$ cat src/rtl/bus_pkg.sv
// Shared types for the bus arbiter slice: slave/master ids and arbiter FSM states.
package bus_pkg;

   localparam int unsigned SLAVE_ID_W = 2;

   typedef logic [SLAVE_ID_W-1:0] slave_t;
   typedef logic [3:0]            master_t;

   typedef enum logic [1:0] {IDLE, GRANT, HOLD, GAP} arb_state_t;

   // A slave id addresses a real slave only in the range 1..n_slaves.
   function automatic logic slave_ok(input slave_t id, input int unsigned n_slaves);
      return (id != '0) && (32'(id) <= n_slaves);
   endfunction

endpackage

$ cat src/rtl/rr_select.sv
// Combinational round-robin picker: first valid entry at or after ptr, wrapping.
module rr_select #(
   parameter int unsigned N = 2,
   parameter int unsigned W = (N > 1) ? $clog2(N) : 1
) (
   input  logic [N-1:0] valid,
   input  logic [W-1:0] ptr,
   output logic         found,
   output logic [W-1:0] idx
);

   always_comb begin
      int unsigned j;
      found = |valid;
      idx   = ptr;
      j     = 0;
      // Scan from the farthest offset back to ptr so the nearest hit wins.
      for (int unsigned k = N; k > 0; k--) begin
         j = (32'(ptr) + k - 1) % N;
         if (valid[W'(j)])
            idx = W'(j);
      end
   end

endmodule

$ cat src/rtl/bus_arbiter.sv
// Round-robin bus arbiter with hold watchdog and fixed handover gap between owners.
module bus_arbiter
   import bus_pkg::*;
#(
   parameter int unsigned INT_MASTER_COUNT   = 2,
   parameter int unsigned INT_SLAVE_COUNT    = 3,
   parameter int unsigned FIRST_START_MASTER = 0,
   parameter int unsigned HOLD_TIMEOUT       = 4096,
   parameter int unsigned HANDOVER_GAP       = 2
) (
   input  logic                                clk,
   input  logic                                rst,
   input  logic [INT_MASTER_COUNT-1:0]         req,
   input  logic [2*INT_MASTER_COUNT-1:0]       slave_id,
   input  logic [INT_MASTER_COUNT-1:0]         done,
   output logic [INT_MASTER_COUNT-1:0]         grant,
   output logic [$clog2(INT_MASTER_COUNT)-1:0] grant_id,
   output logic [INT_SLAVE_COUNT-1:0]          slave_sel,
   output logic                                bus_busy,
   output logic                                timeout_err
);

   localparam int unsigned MW = $clog2(INT_MASTER_COUNT);
   localparam int unsigned CW = $clog2(HOLD_TIMEOUT) + 1;
   localparam int unsigned GW = $clog2(HANDOVER_GAP) + 1;

   arb_state_t                  state;
   logic [MW-1:0]               ptr;
   logic [CW-1:0]               wd_cnt;
   logic [GW-1:0]               gap_cnt;
   logic [INT_MASTER_COUNT-1:0] valid;
   logic                        found;
   logic [MW-1:0]               pick;
   slave_t                      pick_id;
   logic [INT_SLAVE_COUNT-1:0]  sel_dec;
   logic                        owner_done;
   logic                        owner_req;
   logic                        wd_expired;
   logic [MW-1:0]               next_ptr;

   always_comb begin
      valid = '0;
      for (int unsigned i = 0; i < INT_MASTER_COUNT; i++)
         valid[i] = req[i] && slave_ok(slave_id[i*SLAVE_ID_W +: SLAVE_ID_W], INT_SLAVE_COUNT);
   end

   rr_select #(
      .N (INT_MASTER_COUNT),
      .W (MW)
   ) u_rr_select (
      .valid (valid),
      .ptr   (ptr),
      .found (found),
      .idx   (pick)
   );

   always_comb begin
      pick_id = slave_id[32'(pick)*SLAVE_ID_W +: SLAVE_ID_W];
      sel_dec = '0;
      for (int unsigned s = 0; s < INT_SLAVE_COUNT; s++)
         sel_dec[s] = (pick_id == slave_t'(s + 1));
   end

   assign owner_done = done[grant_id];
   assign owner_req  = req[grant_id];
   assign wd_expired = (wd_cnt == CW'(HOLD_TIMEOUT - 1));
   assign next_ptr   = (grant_id == MW'(INT_MASTER_COUNT - 1)) ? '0 : grant_id + 1'b1;

   always_ff @(posedge clk or posedge rst) begin
      if (rst) begin
         state       <= IDLE;
         ptr         <= MW'(FIRST_START_MASTER);
         wd_cnt      <= '0;
         gap_cnt     <= '0;
         grant       <= '0;
         grant_id    <= '0;
         slave_sel   <= '0;
         bus_busy    <= 1'b0;
         timeout_err <= 1'b0;
      end else begin
         timeout_err <= 1'b0;
         case (state)
            IDLE: begin
               if (found) begin
                  grant     <= INT_MASTER_COUNT'(1) << pick;
                  grant_id  <= pick;
                  slave_sel <= sel_dec;
                  bus_busy  <= 1'b1;
                  state     <= GRANT;
               end
            end
            GRANT: begin
               wd_cnt <= '0;
               state  <= HOLD;
            end
            HOLD: begin
               if (owner_done || !owner_req || wd_expired) begin
                  grant       <= '0;
                  slave_sel   <= '0;
                  timeout_err <= wd_expired && owner_req && !owner_done;
                  ptr         <= next_ptr;
                  gap_cnt     <= '0;
                  state       <= GAP;
               end else if (wd_cnt != '1) begin
                  wd_cnt <= wd_cnt + 1'b1;
               end
            end
            GAP: begin
               if (gap_cnt == GW'(HANDOVER_GAP - 1)) begin
                  bus_busy <= 1'b0;
                  state    <= IDLE;
               end else begin
                  gap_cnt <= gap_cnt + 1'b1;
               end
            end
            default: state <= IDLE;
         endcase
      end
   end

endmodule
$ cat config.mk
export PLATFORM = sky130hd
export DESIGN_NAME = bus_arbiter
export DESIGN_NICKNAME = d
export VERILOG_FILES = /design/src/rtl/bus_pkg.sv /design/src/rtl/rr_select.sv /design/src/rtl/bus_arbiter.sv
export SDC_FILE = /design/constraint.sdc
export NUM_CORES = 1
export LEC_CHECK = 0
export CAP_MARGIN = 30
export CORE_MARGIN = 5
export CORE_UTILIZATION = 55
export DETAILED_ROUTE_END_ITERATION = 8
export PLACE_DENSITY = 0.79
export SETUP_SLACK_MARGIN = 0.4
export SLEW_MARGIN = 20
export SYNTH_ARGS = -nofsm -noshare
export SYNTH_HDL_FRONTEND = slang
export SYNTH_SLANG_ARGS = --single-unit
$ cat constraint.sdc
create_clock -name clk -period 2.3 [get_ports clk]
set_input_delay 0.46 -clock clk [delete_from_list [all_inputs] [get_ports clk]]
set_output_delay 0.46 -clock clk [all_outputs]
set_load 0.005 [all_outputs]
Word-level counts from Yosys, hierarchy flattened:

Cells that the tools add are included.

* bits in registers: 26
* output and inout bits: 8
* word-level logic and storage cells: 90

* add/sub/neg operators: 7
* magnitude comparators: 3
* equal/unequal tests: 15
* shifts and indexed selects: 2
* multiplexer cells: 31
* reductions and logical operators: 23

Operators with widths (count)
* 2-to-1 mux 13 bit: 2
* case mux 13 bit (2 select lines): 1
* 2-to-1 mux 1 bit: 15
* AND reduction 3 bit: 5
* adder 13 x 1 -> 13 bit (second input constant): 1
* == test 13 x 12 -> 1 bit (second input constant): 1
* != test 13 bit (second input constant): 1
* 2-to-1 mux 2 bit: 6
* != test 2 bit (second input constant): 6
* nonzero test 2 bit: 6
* == test 2 bit (second input constant): 4
* case mux 2 bit (2 select lines): 2
* case mux 2 bit (4 select lines): 1
* == test 2 x 1 -> 1 bit (second input constant): 3
* less-than comparator 1 x 2 -> 1 bit (second input constant): 3
* 2-to-1 mux 3 bit: 2
* case mux 3 bit (2 select lines): 1
* logical AND 1 bit: 4
* AND reduction 2 bit: 2
* variable part select 4 x 3 -> 2 bit: 1
* adder 1 bit (second input constant): 3
* adder 2 x 1 -> 2 bit (second input constant): 1
* zero test 1 bit: 2
* zero test 2 bit: 1
* other kinds (5): 7

Longest topological paths before layout:

* word-level depth: 10
* depth in mapped cells: 8

Modules after synthesis:

From an unflattened synthesis, not the netlist that was laid out.

* cells, all modules: 176
* area, all modules: 1620.3 sq um

Modules (own cells, without submodules)
* bus_arbiter: times used 1, cells an instance 173, area each 1599.0 sq um
* rr_select: times used 1, cells an instance 3, area each 21.3 sq um

Worst setup path before layout:

Ideal clock, no wire load.

* path type: input to register
* from: input port done[0]
* to: register wd_cnt[11]
* data arrival time: 1.707 ns
* required time: 2.176 ns
* slack: 0.470 ns
* cell stages on the path: 5
* buffers on the path: 0
* cells stage by stage: or3b_1 and2_1 nor3_2 a31oi_1 a211o_1

* cells in the longest elaborated chain, start to end: 6

RTL lines
* start, declared: RTL line bus_arbiter.sv:15 `input logic [INT_MASTER_COUNT-1:0] done,`
* 2-to-1 mux 1 bit (not written as such) (2 in a row): RTL line bus_arbiter.sv:64 `assign owner_done = done[grant_id];`
* logical OR 1 bit (2 in a row): RTL line bus_arbiter.sv:97 `if (owner_done || !owner_req || wd_expired) begin`
* != test 2 bit (no source line)
* AND reduction 3 bit (no source line)
* end signal, assigned: RTL line bus_arbiter.sv:105 `wd_cnt <= wd_cnt + 1'b1;`
* end, declared: RTL line bus_arbiter.sv:29 `logic [CW-1:0] wd_cnt;`

No other way between the ends. The select of a mux whose other input is x is not followed.
A chain may end at the register's enable or synchronous reset.

Worst setup path after layout:

* from: input port slave_id[2]
* to: register slave_sel[0]

* cells in the longest elaborated chain, start to end: 10

RTL lines
* start, declared: RTL line bus_arbiter.sv:14 `input logic [2*INT_MASTER_COUNT-1:0] slave_id,`
* nonzero test 2 bit: RTL line bus_pkg.sv:13 `return (id != '0) && (32'(id) <= n_slaves);`
* logical AND 1 bit: RTL line bus_arbiter.sv:44 `valid[i] = req[i] && slave_ok(slave_id[i*SLAVE_ID_W +: SLAVE_ID_W], INT_SLAVE_COUNT);`
* 2-to-1 mux 1 bit (not written as such) (2 in a row): RTL line rr_select.sv:20 `if (valid[W'(j)])`
* 2-to-1 mux 1 bit (2 in a row): RTL line rr_select.sv:20
* variable part select 4 x 3 -> 2 bit: RTL line bus_arbiter.sv:58 `pick_id = slave_id[32'(pick)*SLAVE_ID_W +: SLAVE_ID_W];`
* == test 2 x 1 -> 1 bit: RTL line bus_arbiter.sv:61 `sel_dec[s] = (pick_id == slave_t'(s + 1));`
* 2-to-1 mux 3 bit: RTL line bus_arbiter.sv:84 `if (found) begin`
* case mux 3 bit (2 select lines): RTL line bus_arbiter.sv:82 `case (state)`
* end signal, assigned: RTL line bus_arbiter.sv:87 `slave_sel <= sel_dec;`
* end, declared: RTL line bus_arbiter.sv:18 `output logic [INT_SLAVE_COUNT-1:0] slave_sel,`

Parallel ways exist; a longest one is shown, timed or not. The select of a mux whose other input is x is not followed.

==> flow_summary.json <==
{
  "status": "completed",
  "fin_util_pct": 72.2,
  "ys_ff_latch": 26,
  "synth_ff_type": "dfrtp_1",
  "ys_seq_area_share_pct": 43.2,
  "whs_ps": 465,
  "hold_path.class": "in2async",
  "rr_startpoint": "wd_cnt[6]",
  "vias": 1445,
  "cts_buffers": 3,
  "final_common_cell": "nand2_1",
  "groute.usage.overall_pct": 19.8,
  "slew_viol_final": 0,
  "synth.top_cells.by_area": "dfrtp_1 43%, nand2_1 6.5%, o21ai_0 4.6%",
  "cts_max_level": 1,
  "maxSlewHeadroom_pct": 74.9,
  "wire_per_inst_microns": 17.4,
  "final_hold_viol_count": 0,
  "area_delta_synth_final_pct": 28.6,
  "clk_pin_slew_worst_paths_ps": 160,
  "finalNetCount": 214,
  "clk_latency_ps": 330,
  "grt_pass1_wl_mm": 6.49,
  "crit_path_start_kind": "input pin",
  "end_kind": "flop",
  "drtPass1Iterations": 4,
  "grt_pass1_vias": 1417,
  "n_antenna_cell": 0,
  "start_util_pct": 56.1,
  "dieWidth_microns": 62.4,
  "final_cell_mix": "25 x nand2_1, 23 x dfrtp_1, 16 x clkdlybuf4s50_1",
  "hpwl_mm": 2.67,
  "die_h_microns": 62.4,
  "r2r-end": "slave_sel[0]",
  "grt_max_degree": 27,
  "period_needed_ps": 1960,
  "place.port_buffers": 17,
  "multi_input_area_sq_um": 860,
  "dieArea_sq_um": 3890,
  "maxCapViolCount": 0,
  "drive_gt1_share_pct": 20.7,
  "dr.first_iter.drc_count": 59,
  "ant_nets": 0,
  "async_reset_ff_share_pct": 100,
  "leakagePower_uw": 0.000900,
  "rsz0062_at_grt": "true",
  "routed_via_density": 6.31,
  "synth_cell_types": 41,
  "pwr_density_cell_nw_per_um2": 1030,
  "fillers": 213,
  "finalCritPeriodShare_pct": 85.1,
  "r2r_slack_ps": 370,
  "worst_pin_slew_ps": 376,
  "netlist_area_sq_um": 1510,
  "cp.arrival_ps": 2180,
  "ff_latch_area_sq_um": 654,
  "drc": 0,
  "netlist_instances": 164,
  "syn_nets": 179,
  "finalWirelength_mm": 3.99,
  "core_sq_um": 2690,
  "finalClockSkew_ps": 2.94,
  "yosys_warnings": 0,
  "setup_viol": 0,
  "fmax_ghz": 0.511,
  "place.gp.congestion": 0.763,
  "rows": 19,
  "cp_max_fo": 4,
  "clockBufferDepth": 2,
  "tritoncts": "yes",
  "grt_overflow": 0,
  "cts.sinks": 26,
  "reg2reg_depth": 6,
  "synth_edf_count": 0,
  "cp.required_ps": 2530,
  "io_pins": 18,
  "ir_drop_mv": 0.843,
  "hold_buffers": 0,
  "grt_antenna_before_repair": 0,
  "synth_area_leader_cell": "dfrtp_1",
  "cts-root-buf": "clkbuf_4",
  "critPathKind": "in2reg",
  "yosysTopAreaCellShare_pct": 43.2,
  "avgSynthCellArea_sq_um": 9.19
}
==> state kept, by name, indices dropped and copies added, names as in the netlist <==
name         cells
slave_sel        3
grant_id         1
bus_busy         1
wd_cnt          13
timeout_err      1
gap_cnt          2
grant            2
state            2
ptr              1
==> timing repair <==
| item | CTS | global route |
|---|---|---|
| endpoints found under the setup margin | 8 | 12 |
| gates resized for setup | 6 | 13 |
| buffers inserted | 4 | 1 |
| pin swaps | 5 | 1 |
| hold endpoints to repair | 0 | 0 |
==> report_power, final <==
part / internal (uW) / total (uW) / switching (uW) / leakage (uW)
Clock: 176 / 329 / 153 / 0.0000279
Combinational: 442 / 1010 / 569 / 0.000532
Sequential: 571 / 657 / 86.2 / 0.000340
==> Yosys cell counts (2+ instances only) <==
library cell   n
and3_1         3
nand4_2        2
or4_1          2
a21o_1         2
a22o_1         4
a21oi_1        3
clkbuf_1       3
a31oi_1        4
o31ai_1        6
o211ai_1       3
mux2i_1        4
inv_1         10
o21ai_0       14
ha_1           5
dfrtp_1       26
nand4_1        5
nand3_1       11
nand2_1       26
and2_1         3
a211o_1        2
nor2_1         6
==> critical path, stage by stage <==
cell and delay [ps]:
clkdlybuf4s50_1 440, o21a_1 230, maj3_2 360, mux2i_1 150
or2_1 230, o31ai_1 310
==> kinds of logic after synthesis <==
group / after synthesis / synth area share (%)
buffers and inverters: 13 / 3.24
multiplexers: 5 / 3.40
adder cells (fa/ha/maj): 6 / 4.81
AO/OA/AOI/OAI: 47 / 21.2
flip-flops: 26 / 43.2
AND/OR/NAND/NOR: 67 / 24.2
==> layer usage <==
metal,global-route usage [%],routed length (microns),part of all wire [%]
met5,0,0,0
met4,4.51,39,0.98
met2,35.9,2070,52
met1,25.0,1750,44
met3,1.98,132,3.3
==> cell type report <==
type | instances | area share (%)
Tap cell | 31 | 2.00
Multi-Input combinational cell | 125 | 44.3
Timing Repair Buffer | 33 | 15.3
Clock inverter | 1 | 1.55
Sequential cell | 26 | 33.7
Clock buffer | 3 | 1.16
Inverter | 10 | 1.94
==> how the worst max path moves through the flow <==
stage | slack, ps | cells after the start | startpoint | end
after floorplan | 470 | 5 | done[0] | wd_cnt[11]
after global placement | 40 | 6 | slave_id[2] | slave_sel[0]
after detailed placement | -20 | 6 | req[0] | wd_cnt[11]
after CTS | 420 | 7 | wd_cnt[1] | slave_sel[2]
after global routing | 250 | 6 | slave_id[2] | slave_sel[0]
final | 340 | 6 | slave_id[2] | slave_sel[0]
==> per-stage QoR <==
| step | total power [uW] | setup slack, ps | TNS (ps) | area (sq um) | cells |
|---|---|---|---|---|---|
| 6_report | 2000 | 344 | 0 | 1940 | 229 |
| 2_1_floorplan | 1230 | 470 | 0 | 1510 | 164 |
| 3_3_place_gp | 1570 | 42.6 | 0 | 1790 | 220 |
| 3_5_place_dp | 1620 | -18.0 | -22.5 | 1790 | 220 |
| 4_1_cts | 1970 | 415 | 0 | 1890 | 228 |
| 5_1_grt | 2140 | 248 | 0 | 1940 | 229 |
No activity file was read; power rests on OpenSTA's default activity.
